**config.mk**
```make
export PLATFORM = sky130hd
export DESIGN_NAME = router_arbiter
export DESIGN_NICKNAME = d
export VERILOG_FILES = /design/src/rtl/router_pkg.sv /design/src/rtl/router_rr_pick.sv /design/src/rtl/router_arbiter.sv
export SDC_FILE = /design/constraint.sdc
export NUM_CORES = 1
export LEC_CHECK = 0
export ABC_AREA = 1
export BUFFER_PORTS_ARGS = -buffer_cell sky130_fd_sc_hd__buf_2
export CAP_MARGIN = 20
export CELL_PAD_IN_SITES_DETAIL_PLACEMENT = 1
export CELL_PAD_IN_SITES_GLOBAL_PLACEMENT = 1
export CORE_AREA = 2 2 39 41
export CTS_CLUSTER_DIAMETER = 200
export DETAILED_ROUTE_END_ITERATION = 8
export DIE_AREA = 0 0 41 43
export GPL_TIMING_DRIVEN = 0
export PLACE_DENSITY = 0.59
export SLEW_MARGIN = 20
export SYNTH_ARGS = -nofsm -noshare
export SYNTH_HDL_FRONTEND = slang
export SYNTH_SLANG_ARGS = --single-unit
export TNS_END_PERCENT = 50
```
**constraint.sdc**
```tcl
create_clock -name clk -period 1.6 [get_ports clk]
set_input_delay 0.24 -clock clk [delete_from_list [all_inputs] [get_ports clk]]
set_output_delay 0.24 -clock clk [all_outputs]
set_load 0.02 [all_outputs]
```
**src/rtl/router_pkg.sv**
```systemverilog
// Shared router definitions: width helper, counter width and arbiter state encoding.
package router_pkg;

    localparam int unsigned ROUTER_ARB_CNT_W = 16;

    typedef enum logic {
        IDLE  = 1'b0,
        OWNED = 1'b1
    } arb_state_e;

    // Ceiling log2, never less than 1 so single-bit indices stay legal.
    function automatic int unsigned clog2(input int unsigned n);
        int unsigned r;
        r = 1;
        while ((32'd1 << r) < n) r++;
        return r;
    endfunction

endpackage

```
**src/rtl/router_rr_pick.sv**
```systemverilog
// Rotating priority encoder: first requester found scanning from ptr upward with wrap.
module router_rr_pick
    import router_pkg::*;
#(
    parameter int unsigned N    = 2,
    parameter int unsigned ID_W = clog2(N)
) (
    input  logic [N-1:0]    req,
    input  logic [ID_W-1:0] ptr,
    output logic [N-1:0]    pick,
    output logic [ID_W-1:0] pick_id,
    output logic            any
);

    logic [ID_W-1:0] idx;

    always_comb begin
        pick    = '0;
        pick_id = '0;
        any     = 1'b0;
        idx     = '0;
        for (int unsigned i = 0; i < N; i++) begin
            idx = ID_W'((32'(ptr) + i) % N);
            if (!any && req[idx]) begin
                pick[idx] = 1'b1;
                pick_id   = idx;
                any       = 1'b1;
            end
        end
    end

endmodule

```
**src/rtl/router_arbiter.sv**
```systemverilog
// Round-robin arbiter with burst hold sharing the output FIFO between input FIFOs.
// Optional per-client grant counters enabled by ROUTER_ARB_GNT_COUNT_EN.
module router_arbiter
    import router_pkg::*;
#(
    parameter int unsigned CLIENTS = 2,
    parameter int unsigned BURST   = 4,
    localparam int unsigned ID_W   = clog2(CLIENTS)
) (
    input  logic               clk,
    input  logic               reset,
    input  logic               cycle,
    input  logic [CLIENTS-1:0] req,
    output logic [CLIENTS-1:0] gnt,
    output logic               gnt_valid,
    output logic [ID_W-1:0]    gnt_id
`ifdef ROUTER_ARB_GNT_COUNT_EN
    ,
    output logic [CLIENTS*ROUTER_ARB_CNT_W-1:0] gnt_count
`endif
);

    localparam int unsigned CNT_W = clog2(BURST + 1);

    logic [ID_W-1:0]    ptr;
    logic [ID_W-1:0]    owner;
    logic [CNT_W-1:0]   burst_cnt;
    arb_state_e         fsm;

    logic [CLIENTS-1:0] pick;
    logic [ID_W-1:0]    pick_id;
    logic               pick_any;
    logic               hold;
    logic [ID_W-1:0]    ptr_next;

    router_rr_pick #(
        .N    (CLIENTS),
        .ID_W (ID_W)
    ) u_pick (
        .req     (req),
        .ptr     (ptr),
        .pick    (pick),
        .pick_id (pick_id),
        .any     (pick_any)
    );

    // Current owner keeps the grant while it still requests and has burst budget left.
    assign hold     = (fsm == OWNED) && req[owner] && (32'(burst_cnt) < BURST);
    assign ptr_next = ID_W'((32'(pick_id) + 32'd1) % CLIENTS);

    always_comb begin
        gnt    = '0;
        gnt_id = '0;
        if (!reset && cycle) begin
            if (hold) begin
                gnt    = CLIENTS'(1) << owner;
                gnt_id = owner;
            end else if (pick_any) begin
                gnt    = pick;
                gnt_id = pick_id;
            end
        end
    end

    assign gnt_valid = |gnt;

    // A stalled output (cycle low) suspends the burst; it only ends if the owner stops requesting.
    always_ff @(posedge clk) begin
        if (reset) begin
            ptr       <= '0;
            owner     <= '0;
            burst_cnt <= '0;
            fsm       <= IDLE;
        end else if (cycle) begin
            if (hold) begin
                burst_cnt <= burst_cnt + CNT_W'(1);
            end else if (pick_any) begin
                owner     <= pick_id;
                burst_cnt <= CNT_W'(1);
                ptr       <= ptr_next;
                fsm       <= (BURST > 1) ? OWNED : IDLE;
            end else begin
                fsm <= IDLE;
            end
        end else if (!req[owner]) begin
            fsm <= IDLE;
        end
    end

`ifdef ROUTER_ARB_GNT_COUNT_EN
    logic [ROUTER_ARB_CNT_W-1:0] cnt_q [CLIENTS];

    for (genvar i = 0; i < CLIENTS; i++) begin : g_cnt
        always_ff @(posedge clk) begin
            if (reset) begin
                cnt_q[i] <= '0;
            end else if (gnt[i] && (cnt_q[i] != '1)) begin
                cnt_q[i] <= cnt_q[i] + ROUTER_ARB_CNT_W'(1);
            end
        end
        assign gnt_count[i*ROUTER_ARB_CNT_W +: ROUTER_ARB_CNT_W] = cnt_q[i];
    end
`endif

endmodule
```
**Word level (Yosys, flattened, before mapping)**

Cells that the tools add are included.

- Word-level logic and storage cells: 59
- Output and inout port bits: 4
- Register bits after elaboration: 6
- Bits of input ports: 5

- Equal/unequal tests: 2
- Bitwise operators: 2
- Muxes and demuxes: 28
- Reductions and logical operators: 13
- Add/subtract/negate cells: 3
- $lt $le $gt $ge: 6
- Shift-type cells: 1

Operators by type and width:

| cell | number |
|---|---|
| $mux W1 | 19 |
| $mux W2 | 5 |
| $logic_and A1 B1 Y1 | 6 |
| $lt A1 B2 Y1 const B | 3 |
| $mux W3 | 2 |
| $ne A2 B2 Y1 const B | 2 |
| $reduce_and A2 Y1 | 2 |
| $add A3 B1 Y3 const B | 1 |
| $lt A3 B3 Y1 const B | 1 |
| $reduce_and A3 Y1 | 1 |
| $add A1 B1 Y1 const B | 2 |
| $demux W1 S1 | 2 |
| $ge A1 B1 Y1 const B | 2 |
| $logic_not A1 Y1 | 2 |
| $or A2 B2 Y2 | 1 |
| $reduce_bool A2 Y1 | 1 |
| $reduce_or A2 Y1 | 1 |
| $shl A1 B1 Y2 const A | 1 |
| $not A1 Y1 | 1 |

**Depth between registers and ports, before layout**

- Depth in word-level cells: 11
- Depth in mapped cells: 7
- Mapped depth without buffers: 7

**Hierarchy**

From an unflattened synthesis, not the netlist that was laid out.

- Cells, all modules: 70
- Area total of the unflattened synthesis: 430.4 sq um

Modules (own cells, without submodules):

| module | cells each | seq. area each (sq um) | area an instance (sq um) | instances |
|---|---|---|---|---|
| router_arbiter | 56 | 120.1 | 375.4 | 1 |
| router_rr_pick | 14 | 0.0 | 55.1 | 1 |

**Worst setup path before layout**

No wires, ideal clock.

- Kind: flip-flop to output port
- Start: register owner
- End: output port gnt_valid
- Cell stages (with the launch flop): 8
- Path buffers: 0
- Data required time: 1360 ps
- Data arrival time: 928 ps
- Slack: 432 ps
- Cells stage by stage: dfxtp_1 > inv_1 > nand2_1 > nand2_2 > nand2_4 > nand2_1 > nand3_1 > nand2_1

- Cells in the longest elaborated chain, start to end: 7
- Elaborated cells between the ends (all ways): 8
- Classes of those cells: 1 x shift; 4 x mux; 3 x reduce/logical

RTL lines:

| element | RTL line | RTL |
|---|---|---|
| start, declared | router_arbiter.sv:26 | `logic [ID_W-1:0] owner;` |
| start signal, assigned | router_arbiter.sv:78 | `owner <= pick_id;` |
| $mux W1 (not written as such) (2 in a row) | router_arbiter.sv:48 | `assign hold = (fsm == OWNED) && req[owner] && (32'(burst_cnt) < BURST);` |
| $logic_and A1 B1 Y1 (2 in a row) | router_arbiter.sv:48 |  |
| $mux W2 * | router_arbiter.sv:55 | `if (hold) begin` |
| $mux W2 * | router_arbiter.sv:54 | `if (!reset && cycle) begin` |
| $reduce_or A2 Y1 * | router_arbiter.sv:65 | `assign gnt_valid = \|gnt;` |
| end, declared | router_arbiter.sv:15 | `output logic gnt_valid,` |

Mark *: on every way between the ends. The rest lies on a longest branch, timed or not. The select of a mux whose other input is x is not followed.

**Final worst setup path**

Ends and elaborated chain as after synthesis.

==> results_dict.tcl <==
set metrics [dict create \
    die_width_um 41 \
    period_minus_slack_ps 1486 \
    vias 383 \
    hp-start "reset" \
    p_seq_share_pct 41.7 \
    syn_nets 60 \
    clk_path_buf_depth 2 \
    clock-sinks 6 \
    cp_cell_sequence "inv_1, nand2_2, nand2_4, nand2_4, nand2_1, nand3_1, nand2_1, buf_4" \
    fmax_ghz 0.6731 \
    crit_path_max_incr_delay_ps 330 \
    crit_slowest_cell "dfxtp_2" \
    clockPowerShare_pct 35.1 \
    vdd_ir_drop_max_uv 332.4 \
    worstPathArrival_ps 1250 \
    antenna_found_initial 0 \
    hold_viol_final 0 \
    cap_violations 0 \
    core_area_um2 1384 \
    cts_buffers 3 \
    reg2reg_setup_slack_ps 540 \
    start_util_pct 26.67 \
    p_switching_uw 112.5 \
    htree_num_levels 1 \
    cts_hold_buf 0 \
    rows 14 \
    fin_cells 84 \
    finalSetupViolCount 0 \
    final-max-slew-violation-count 0 \
    wl_per_cell_um 10.00 \
    vias_per_cell 4.560 \
    ant_nets 0 \
    layout-drive-gt1-share_pct 36.76 \
    wl_um 840 \
    synth_cell_types 14 \
    nNetsFinal 76 \
    r2r_cells 7 \
    outcome "finished, final reports clean" \
    io_buffers 8 \
    p_leak_nw 0.2589 \
    yosysWarnings 0 \
    synth-seq-cells 6 \
    crit_type "reg -> out" \
    area_growth_pct 35.25 \
    setup_ws_ps 114.4 \
    pre_cts_ws_ps 260.9 \
    worstSetupStartpointType "flip-flop" \
    min_path_cells 2 \
    regToRegStartpoint "owner" \
    drt-met1-wl_um 406 \
    highest_layer "met4" \
    critPathTopFamily "simple AND/OR/NAND/NOR gates" \
    syn_area_um2 369.1 \
    yosysSeqAreaShare_pct 32.54 \
    place_congestion 0.6467 \
    drt-pass1-iter-count 2 \
    hp-class "in -> reg" \
    clkTransAtPathRegs_ps 50 \
    ios 9 \
    worst_hold_path.endpoint "owner" \
    hold_slack_ps 226.7 \
    crit_fanout 5 \
    cts-root-buf "clkbuf_4" \
    clk_latency_ps 240 \
    slew_headroom_pct 86.21 \
    final.period_utilization_pct 92.85 \
    power_switching_share_pct 28.88 \
    grt_pass1_wl_um 1317 \
    grt_overflow_total 0 \
    die_h_um 43 \
    power_density_nw_per_um2 780.4 \
    placed_cells 78 \
    wl_met3_um 31 \
    fp.dieArea_um2 1763 \
    antennaDiodeCount 0 \
    p_int_uw 277.1 \
    skew_ps 6.435 \
    critPathCaptureType "output pin" \
    crit_buf_inv 2 \
    syn_avg_cell_area_um2 6.835 \
    final_util_pct 36.08 \
    dr_wl_met2_um 386 \
    combPwrFrac_pct 23.2 \
    synth_cells 54 \
    crit_required_ps 1360 \
    drc 0 \
    grt_max_degree 8 \
    place_hpwl_um 656.9 \
    worstReg2RegEnd "ptr" \
    grt_usage_pct 11.85 \
    grt_pass1_vias 331 \
    tightestPinTransition_ps 206.2 \
    drtIter0Drc 2 \
    cts_tree "built" \
    power_uw 389.6 \
]
[per-layer routing]
metal  global-route usage [%]  vias up
met2                    15.63        6
met5                        0        -
met4                    14.00        0
li1                         -      201
met1                    13.18      174
met3                    3.141        2
[synthesized netlist by cell type, drive strengths merged]
cell	number	area (um^2)
inv	11	41.29
nor2	6	37.53
ha	1	12.51
a21oi	8	43.79
dfxtp	6	120.1
nand2	13	61.31
o21ai	2	10.01
nand3	5	30.03
nand4	2	12.51
[through the flow]
step,area (um^2),setup TNS [ps]
4_1_cts,452.9,0
6_report,499.2,0
3_5_place_dp,429.2,0
5_1_grt,499.2,-9.705
3_3_place_gp,429.2,0
2_1_floorplan,369.1,0
[area by class of cell]
cell class,count,area [um^2]
sequential,6,121.4
multi-input combinational,37,224.0
inverter,11,41.29
fill,175,884.6
timing repair buffer,11,70.07
tap,16,20.02
clock buffer,3,22.52
[power by group through the flow]
| stage | combinational (mW) | clock, mW | sequential (mW) |
|---|---|---|---|
| 2_1_floorplan | 0.0548 | 0 | 0.164 |
| 3_3_place_gp | 0.0776 | 0 | 0.165 |
| 3_5_place_dp | 0.0787 | 0 | 0.165 |
| 4_1_cts | 0.0788 | 0.147 | 0.162 |
| 5_1_grt | 0.101 | 0.160 | 0.164 |
| 6_report | 0.0905 | 0.137 | 0.162 |
[logic make-up after synthesis]
| group | Yosys count | synth area share, % |
|---|---|---|
| AND/OR/NAND/NOR | 26 | 38.30 |
| flip-flops | 6 | 32.54 |
| AO/OA/AOI/OAI | 10 | 14.58 |
| buffers and inverters | 11 | 11.19 |
| adder cells (fa/ha/maj) | 1 | 3.389 |
[layout by cell type, fill, tap and decap left out, types with 3 or more instances in the layout]
cell type / n
a21oi_1: 6
buf_2: 5
buf_4: 6
clkbuf_4: 3
dfxtp_1: 5
inv_1: 11
nand2_1: 9
nand3_1: 3
nor2_1: 4
[repair_timing]
item | CTS | global route
setup buffers | 0 | 3
endpoints found under the setup margin | 3 | 4
gates cloned | 0 | 0
gates resized for setup | 1 | 7
[how the worst max path moves through the flow]
stage,from,endpoint,depth (start not counted)
final,owner,gnt_valid,8
after global routing,owner,gnt_valid,8
after CTS,owner,gnt_valid,8
after detailed placement,owner,gnt_valid,8
after global placement,owner,gnt_valid,8
after floorplan,owner,gnt_valid,7
[state kept, by name, indices dropped and copies added, names as in the netlist]
| register | count |
|---|---|
| burst_cnt | 3 |
| owner | 1 |
| fsm | 1 |
| ptr | 1 |
Power figures use the tool's default switching activity.
